===== config.mk =====
export PLATFORM = sky130hd
export DESIGN_NAME = pid_ctrl_pipe
export DESIGN_NICKNAME = d
export VERILOG_FILES = /design/src/rtl/pid_ctrl_pipe.sv
export SDC_FILE = /design/constraint.sdc
export NUM_CORES = 1
export LEC_CHECK = 0
export ABC_AREA = 1
export CORE_MARGIN = 4
export CORE_UTILIZATION = 60
export CTS_BUF_LIST = sky130_fd_sc_hd__clkbuf_16
export CTS_CLUSTER_SIZE = 8
export DETAILED_ROUTE_END_ITERATION = 8
export PLACE_DENSITY_LB_ADDON = 0.12
export SETUP_SLACK_MARGIN = 0.3
export SYNTH_ARGS = -nofsm -noshare
export SYNTH_HDL_FRONTEND = slang
export SYNTH_SLANG_ARGS = --single-unit

===== constraint.sdc =====
create_clock -name clk -period 9.1 [get_ports clk]
set_input_delay 1.365 -clock clk [delete_from_list [all_inputs] [get_ports clk]]
set_output_delay 1.365 -clock clk [all_outputs]
set_load 0.05 [all_outputs]

===== src/rtl/pid_ctrl_pipe.sv =====
`default_nettype none
// +--------------------------------------------------------------------------+
// | Module  : pid_ctrl_pipe                                                  |
// | Brief   : 3-stage pipelined PID heading controller producing clamped     |
// |           left/right motor speeds from signed heading error samples.     |
// | Revision: 1.0                                                            |
// +--------------------------------------------------------------------------+
module pid_ctrl_pipe #(
  parameter int ERR_W   = 12,
  parameter int SAT_W   = 10,
  parameter int FRWRD_W = 10,
  parameter int P_COEFF = 16,
  parameter int D_COEFF = 7,
  parameter int I_SHIFT = 6,
  parameter int INT_W   = 15,
  parameter int D_DEPTH = 3
) (
  input  logic                    clk,
  input  logic                    rst_n,
  input  logic                    moving,
  input  logic                    err_vld,
  input  logic signed [ERR_W-1:0] error,
  input  logic [FRWRD_W-1:0]      frwrd,
  output logic [FRWRD_W:0]        lft_spd,
  output logic [FRWRD_W:0]        rght_spd,
  output logic                    spd_vld
);

  localparam int c_W = 32;
  localparam logic signed [ERR_W-1:0] c_ERR_MAX = ERR_W'((2 ** (SAT_W - 1)) - 1);
  localparam logic signed [ERR_W-1:0] c_ERR_MIN = ERR_W'(-(2 ** (SAT_W - 1)));
  localparam logic signed [SAT_W-1:0] c_SAT_MAX = {1'b0, {(SAT_W-1){1'b1}}};
  localparam logic signed [SAT_W-1:0] c_SAT_MIN = {1'b1, {(SAT_W-1){1'b0}}};
  localparam logic signed [SAT_W:0]   c_D_HI    = (SAT_W+1)'(127);
  localparam logic signed [SAT_W:0]   c_D_LO    = (SAT_W+1)'(-128);
  localparam logic signed [c_W-1:0]   c_SPD_MAX = c_W'((2 ** FRWRD_W) - 1);

  // stage 1 registers
  logic                    r1_vld;
  logic                    r1_mov;
  logic signed [SAT_W-1:0] r1_err;
  logic [FRWRD_W-1:0]      r1_frwrd;

  // stage 2 registers and persistent state
  logic                    r2_vld;
  logic                    r2_mov;
  logic signed [c_W-1:0]   r2_p;
  logic signed [c_W-1:0]   r2_d;
  logic [FRWRD_W-1:0]      r2_frwrd;
  logic signed [INT_W-1:0] r_integ;
  logic signed [SAT_W-1:0] r_hist [D_DEPTH];

  logic signed [SAT_W-1:0] w_err_sat;
  logic signed [INT_W:0]   w_int_sum;
  logic                    w_int_ovf;
  logic signed [SAT_W:0]   w_diff;
  logic signed [7:0]       w_dsat;
  logic signed [c_W-1:0]   w_p;
  logic signed [c_W-1:0]   w_d;
  logic signed [c_W-1:0]   w_pid;
  logic signed [c_W-1:0]   w_adj;
  logic signed [c_W-1:0]   w_fr;
  logic signed [c_W-1:0]   w_l;
  logic signed [c_W-1:0]   w_r;

  function automatic logic [FRWRD_W:0] clamp_spd(input logic signed [c_W-1:0] v);
    if (v < 0)
      return '0;
    else if (v > c_SPD_MAX)
      return c_SPD_MAX[FRWRD_W:0];
    else
      return v[FRWRD_W:0];
  endfunction

  always_comb begin
    w_err_sat = error[SAT_W-1:0];
    if (error > c_ERR_MAX)
      w_err_sat = c_SAT_MAX;
    else if (error < c_ERR_MIN)
      w_err_sat = c_SAT_MIN;
  end

  always_ff @(posedge clk or negedge rst_n) begin
    if (!rst_n) begin
      r1_vld   <= 1'b0;
      r1_mov   <= 1'b0;
      r1_err   <= '0;
      r1_frwrd <= '0;
    end else begin
      r1_vld <= err_vld;
      if (err_vld) begin
        r1_err   <= w_err_sat;
        r1_frwrd <= frwrd;
        r1_mov   <= moving;
      end
    end
  end

  // one guard bit detects signed overflow: top two bits disagree
  assign w_int_sum = (INT_W+1)'(r_integ) + (INT_W+1)'(r1_err);
  assign w_int_ovf = w_int_sum[INT_W] ^ w_int_sum[INT_W-1];
  assign w_diff    = (SAT_W+1)'(r1_err) - (SAT_W+1)'(r_hist[D_DEPTH-1]);

  always_comb begin
    w_dsat = 8'(w_diff);
    if (w_diff > c_D_HI)
      w_dsat = 8'sd127;
    else if (w_diff < c_D_LO)
      w_dsat = -8'sd128;
  end

  assign w_p = c_W'(r1_err) * c_W'(P_COEFF);
  assign w_d = c_W'(w_dsat) * c_W'(D_COEFF);

  always_ff @(posedge clk or negedge rst_n) begin
    if (!rst_n) begin
      r2_vld   <= 1'b0;
      r2_mov   <= 1'b0;
      r2_p     <= '0;
      r2_d     <= '0;
      r2_frwrd <= '0;
      r_integ  <= '0;
      for (int i = 0; i < D_DEPTH; i++)
        r_hist[i] <= '0;
    end else begin
      r2_vld <= r1_vld;
      if (r1_vld) begin
        r2_p      <= w_p;
        r2_d      <= w_d;
        r2_frwrd  <= r1_frwrd;
        r2_mov    <= r1_mov;
        r_hist[0] <= r1_err;
        for (int i = 1; i < D_DEPTH; i++)
          r_hist[i] <= r_hist[i-1];
      end
      // a live stop wins over any integration in the same cycle
      if (!moving)
        r_integ <= '0;
      else if (r1_vld && !w_int_ovf)
        r_integ <= w_int_sum[INT_W-1:0];
    end
  end

  assign w_pid = (r2_p >>> 1) + (c_W'(r_integ) >>> I_SHIFT) + r2_d;
  assign w_adj = w_pid >>> 3;
  assign w_fr  = c_W'(r2_frwrd);
  assign w_l   = w_fr + w_adj;
  assign w_r   = w_fr - w_adj;

  always_ff @(posedge clk or negedge rst_n) begin
    if (!rst_n) begin
      lft_spd  <= '0;
      rght_spd <= '0;
      spd_vld  <= 1'b0;
    end else begin
      spd_vld <= r2_vld;
      if (r2_vld) begin
        lft_spd  <= r2_mov ? clamp_spd(w_l) : '0;
        rght_spd <= r2_mov ? clamp_spd(w_r) : '0;
      end
    end
  end

endmodule
`default_nettype wire


======== After elaboration in Yosys (flattened, before gate mapping) ========
Index checks and enable logic that the tools add are counted.
word-level totals
  latch bits .............................. 0
  ROM bits ................................ 0
  bits of input ports ..................... 26
  output and inout bits ................... 23
  logic and storage cells ................. 47
  bits in writable memories ............... 0
  memories kept ........................... 0
  bits in registers ....................... 144
cells by class
  equality and inequality tests ........... 1
  reduce and logical (&&, ||, !) cells .... 2
  div/mod/pow operators ................... 0
  order comparisons ....................... 8
  $add $sub $neg .......................... 6
  $mul .................................... 1
  mux-type cells .......................... 12
  shift-type cells ........................ 0
  bitwise operators ....................... 1
operator list
  kind                                                                             number
  11-bit 2-to-1 mux                                                                6
  30-bit by 11-bit > comparator with 1-bit output (second input constant)          2
  30-bit by 1-bit less-than comparator with 1-bit output (second input constant)   2
  14-bit by 32-bit adder with 32-bit output                                        1
  11-bit by 29-bit adder with 30-bit output                                        1
  15-bit 2-to-1 mux                                                                2
  11-bit by 29-bit subtractor with 30-bit output                                   1
  10-bit 2-to-1 mux                                                                2
  15-bit by 10-bit adder with 16-bit output                                        1
  8-bit 2-to-1 mux                                                                 2
  13-bit by 9-bit adder with 14-bit output                                         1
  12-bit by 10-bit > comparator with 1-bit output (second input constant)          1
  12-bit by 10-bit less-than comparator with 1-bit output (second input constant)  1
  8-bit by 4-bit multiplier with 12-bit output (second input constant)             1
  11-bit by 8-bit > comparator with 1-bit output (second input constant)           1
  11-bit by 8-bit less-than comparator with 1-bit output (second input constant)   1
  10-bit by 10-bit subtractor with 11-bit output                                   1
  2-bit by 1-bit inequality test with 1-bit output (second input constant)         1
  1-bit logical AND                                                                1
  1-bit zero test                                                                  1
  1-bit bitwise XOR                                                                1

======== Logic depth before layout (Yosys ltp) ========
  depth in word-level cells ............... 7
  depth in mapped cells ................... 34
  mapped depth without buffers ............ 34

======== Worst setup path before layout ========
OpenSTA, ideal clock, no wires.
  kind .................................... register to register
  start point ............................. reg r1_err[0]
  end point ............................... reg r2_d[30]
  stages on the path, launching flop included .. 33
  setup time .............................. 118 ps
  data arrival time ....................... 4,244 ps
  required time ........................... 8,982 ps
  clock period less this slack ............ 4,362 ps
  path slack .............................. 4,738 ps
  cell sequence ........................... dfrtp_1 > inv_1 > ha_1 > inv_1 > fa_1 > nand3_1 > nand3_1 > nand2_1 > nand2_1 > nand2_1 > nand2_1 > nor2_1 > nand2_1 > nand2_1 > inv_1 > o21ai_0 > ha_1 > fa_1 > ha_1 > a21oi_1 > nand2_1 > nand2_1 > nand2_1 > a21oi_1 > inv_1 > a21oi_1 > o21bai_1 > nand3_1 > nand2_1 > nand2_1 > nand2_1 > nand3_1 > nand2_1
between the ends
  word-level cells in the longest chain between the ends .. 5
  elaborated cells between the ends (all ways) .. 6
RTL lines
  element                                                 RTL line  source
  from (decl)                                             41        logic signed [SAT_W-1:0] r1_err;
  from (signal assigned)                                  92        r1_err <= w_err_sat;
  10-bit by 10-bit subtractor with 11-bit output (*)      102       assign w_diff = (SAT_W+1)'(r1_err) - (SAT_W+1)'(r_hist[D_DEPTH-1]);
  11-bit by 8-bit less-than comparator with 1-bit output  108       else if (w_diff < c_D_LO)
  8-bit 2-to-1 mux                                        108
  8-bit 2-to-1 mux (*)                                    106       if (w_diff > c_D_HI)
  8-bit by 4-bit multiplier with 12-bit output (*)        113       assign w_d = c_W'(w_dsat) * c_W'(D_COEFF);
  to (signal assigned)                                    129       r2_d <= w_d;
  to (decl)                                               48        logic signed [c_W-1:0] r2_d;
Every way passes the cells marked *; elsewhere a longest branch is shown, timed or not.
A chain may end at the register's enable or synchronous reset.

======== Worst setup path in the final report ========
Same ends and word-level chain as after synthesis.

==> run metrics <==
post-DR vias/cell=5.39; Port Buffer Count=48; Max Fclk=200 MHz; setup_tns=0 ns; post-CTS setup buffer count=0; GPL Wtd Cong=0.922; Non-Filler Instances=1369; CORE AREA=13900 um^2; Die ar.=16300 um^2; adder-cell area share of the yosys netlist=16.8%; hpwl dp=15000 um; met3 GRT Util=3.88%; DR DRC count=0; crit-path max FO=5; post-synthesis compound-gate area fraction=12.5%; sequential-to-total area share from yosys stat=33.2%; via count=7374; unrepaired setup endpoints after global routing=false; Mapped Area=8600 um^2; I/O Pins=49; final setup violation count=0; Max transition margin=13.6%; initial antenna violation count=0; Initial Util=61.7%; Critical Path AT=5.29 ns; endpoints failing hold=0; mux contribution to synthesized area=0.524%; startpoint type of the worst setup path=register; Num CTS Buffers=17; GR Util met1=32.0%; NumNets Final=1304; # hold bufs at CTS=0; dominant synthesized flop cell=dfrtp_1; largest net degree at the start of global routing=76; Setup crit end kind=register; FFs w/ async S/R, synth=100%; die height=128 um; HP Start=r_hist[17]; Final Slew Violations=0; status=completed; Inst Count DP=1337; layout cells sized above 1=6.64%; CP max stage cell=fa_1; worst hold endpoint=r_hist[7]; EDFF count, synth=0; Syn-to-layout area delta=14.9%; Congestion Overflow GR=0; Post-Syn Instances=1127; most frequent CP cell=nand2_1; Slew @ Worst Pin=1.29 ns; Simple-Gate Fraction of Synth Area=23.0%; Initial DRC Count=494; vias in the first global route=7161; met2 global-route usage=45.0%; Post-Route Skew=0.0102 ns; Critical Path RT=9.40 ns; clk slew on worst S/H paths=0.06 ns; warnings from Yosys=0; Rows=43; crit share post-route=54.9%; maxcap violations=0; Hold WC Path Type=reg2reg; CTS H-tree lvls=4; CP peak stage delay=0.46 ns; clock buffer depth=2; GR peak layer=met2; post-cts gate resize count=0; Reg2Reg Depth=32; RR Endpoint=r2_d[30]; Pre-Repair DR Iteration Count=7; clk_lat worst skew=0.42 ns; clock tree sinks=114; drt total wl=20000 um; Cells on Worst Hold Path=2; Worst R2R Setup Slack=4.10 ns; R2R Path Start=r1_err[0]; Synth Area per Inst=7.63 um^2; first-pass GRT wire length=33900 um; XOR/XNOR Fraction of Synth Area=5.09%; chip width=128 um; Final min period=5.00 ns; Synth Net Count=1255; Yosys reg bits=114; critical path class=reg2reg; n_diodes=0; library cells used by synthesis=47; DR WL/cell=14.6 um; Root Driver=clkbuf_16; GRT Total Usage=25.8%; largest family of logic cells by synthesized area=simple AND/OR/NAND/NOR gates; TritonCTS clock tree=built; Detail Route Antenna Nets=0
## worst max-delay path by stage
stage              start        to
2_1_floorplan  r1_err[0]  r2_d[30]
3_3_place_gp   r1_err[0]  r2_d[30]
3_5_place_dp   r1_err[0]  r2_d[30]
4_1_cts        r1_err[0]  r2_d[30]
5_1_grt        r1_err[0]  r2_d[30]
6_report       r1_err[0]  r2_d[30]
## synth_stat cells (2+ instances only)
master / number / area share (%)
o21ai_0: 73 / 4.2
nor3_1: 5 / 0.29
nor3_2: 3 / 0.35
o31ai_1: 4 / 0.35
a21o_1: 5 / 0.44
nand3b_1: 2 / 0.17
o22ai_1: 23 / 1.7
inv_1: 178 / 7.8
nor2_1: 55 / 2.4
a31oi_1: 3 / 0.22
nand2_4: 3 / 0.39
nand3_2: 3 / 0.35
o211ai_1: 2 / 0.17
xor2_1: 36 / 3.7
dfrtp_1: 114 / 33
o21bai_1: 3 / 0.26
a21oi_2: 2 / 0.20
nand3_1: 41 / 2.4
ha_1: 79 / 11
a21oi_1: 58 / 3.4
o21ai_1: 6 / 0.35
buf_2: 6 / 0.35
clkbuf_1: 16 / 0.70
and3_1: 2 / 0.15
or2_2: 3 / 0.22
nand2_1: 313 / 14
mux2_2: 4 / 0.52
fa_1: 23 / 5.4
nand4_1: 13 / 0.95
nand2_2: 17 / 1.2
xnor2_1: 14 / 1.4
a31o_2: 2 / 0.20
nor2_2: 2 / 0.15
## routing by layer
metal | vias up | share of wire, %
met2 | 180 | 50
met5 | - | 0
met3 | 43 | 4.1
met1 | 3440 | 43
li1 | 3711 | -
met4 | 0 | 3.5
## area by class of cell
type	instances	area, um^2
Clock buffer	17	425
Clock inverter	15	205
Fill cell	1115	4060
Inverter	179	672
Multi-Input combinational cell	811	4980
Sequential cell	114	2850
Tap cell	180	225
Timing Repair Buffer	53	515
## sequential cells by signal, summed over array words and instances (netlist names)
name,flops
r_hist,20
r1_frwrd,10
r2_d,12
r1_mov,1
r1_err,10
lft_spd,11
r2_p,10
r2_mov,1
rght_spd,11
r1_vld,1
spd_vld,1
r2_vld,1
r_integ,15
r2_frwrd,10
## placed cells by master, fill, tap and decap left out, types with 3 or more instances in the layout
cell	Yosys	routed
bufinv_16	0	4
a21oi_1	58	58
a21o_1	5	5
nor2_1	55	55
o22ai_1	23	23
nor3_1	5	5
nor3_2	3	3
clkinv_1	1	3
nand2_4	3	3
o31ai_1	4	4
o21ai_0	73	73
o21ai_1	6	6
a31oi_1	3	3
nand3_2	3	3
inv_6	0	3
clkdlybuf4s50_1	0	47
o21bai_1	3	3
mux2_2	4	4
nand4_1	13	13
nand3_1	41	41
inv_1	178	178
xor2_1	36	36
dfrtp_1	114	114
clkinvlp_4	0	3
or2_2	3	3
buf_4	0	6
nand2_1	313	313
fa_1	23	23
nand2_2	17	17
ha_1	79	79
xnor2_1	14	14
clkbuf_16	0	17
## stage by stage
step / hold WS, ns / util [%] / worst slack (ns) / instance area (um^2)
after floorplan: 0.352 / - / 4.74 / 8600
after global placement: 0.457 / 66.4 / 4.20 / 9250
after detailed placement: 0.465 / 66.4 / 4.17 / 9250
after CTS: 0.475 / 70.9 / 4.07 / 9880
after global routing: 0.497 / 70.9 / 3.55 / 9880
final: 0.474 / 70.9 / 4.10 / 9880
## kinds of logic (layout without fill, tap and decap cells)
kind of cell	count (synthesis)	count (layout)
AOI/OAI and AO/OA	190	190
xor gates and xnor gates	50	50
adders and majority gates	102	102
buffers and inverters	202	264
DFF	114	114
muxes	4	4
and+or+nand+nor	465	465
## worst max-delay path: cells and delay by family (launching register included)
kind / cells / cell delay, ns
AOI/OAI and AO/OA: 5 / 0.93
adders and majority gates: 5 / 1.74
buffers and inverters: 4 / 0.35
DFF: 1 / 0.40
and+or+nand+nor: 18 / 1.45
Power is left out: the tool's default activity adds up to more than one toggle a clock period on the data nets, which glitch-free logic cannot reach.
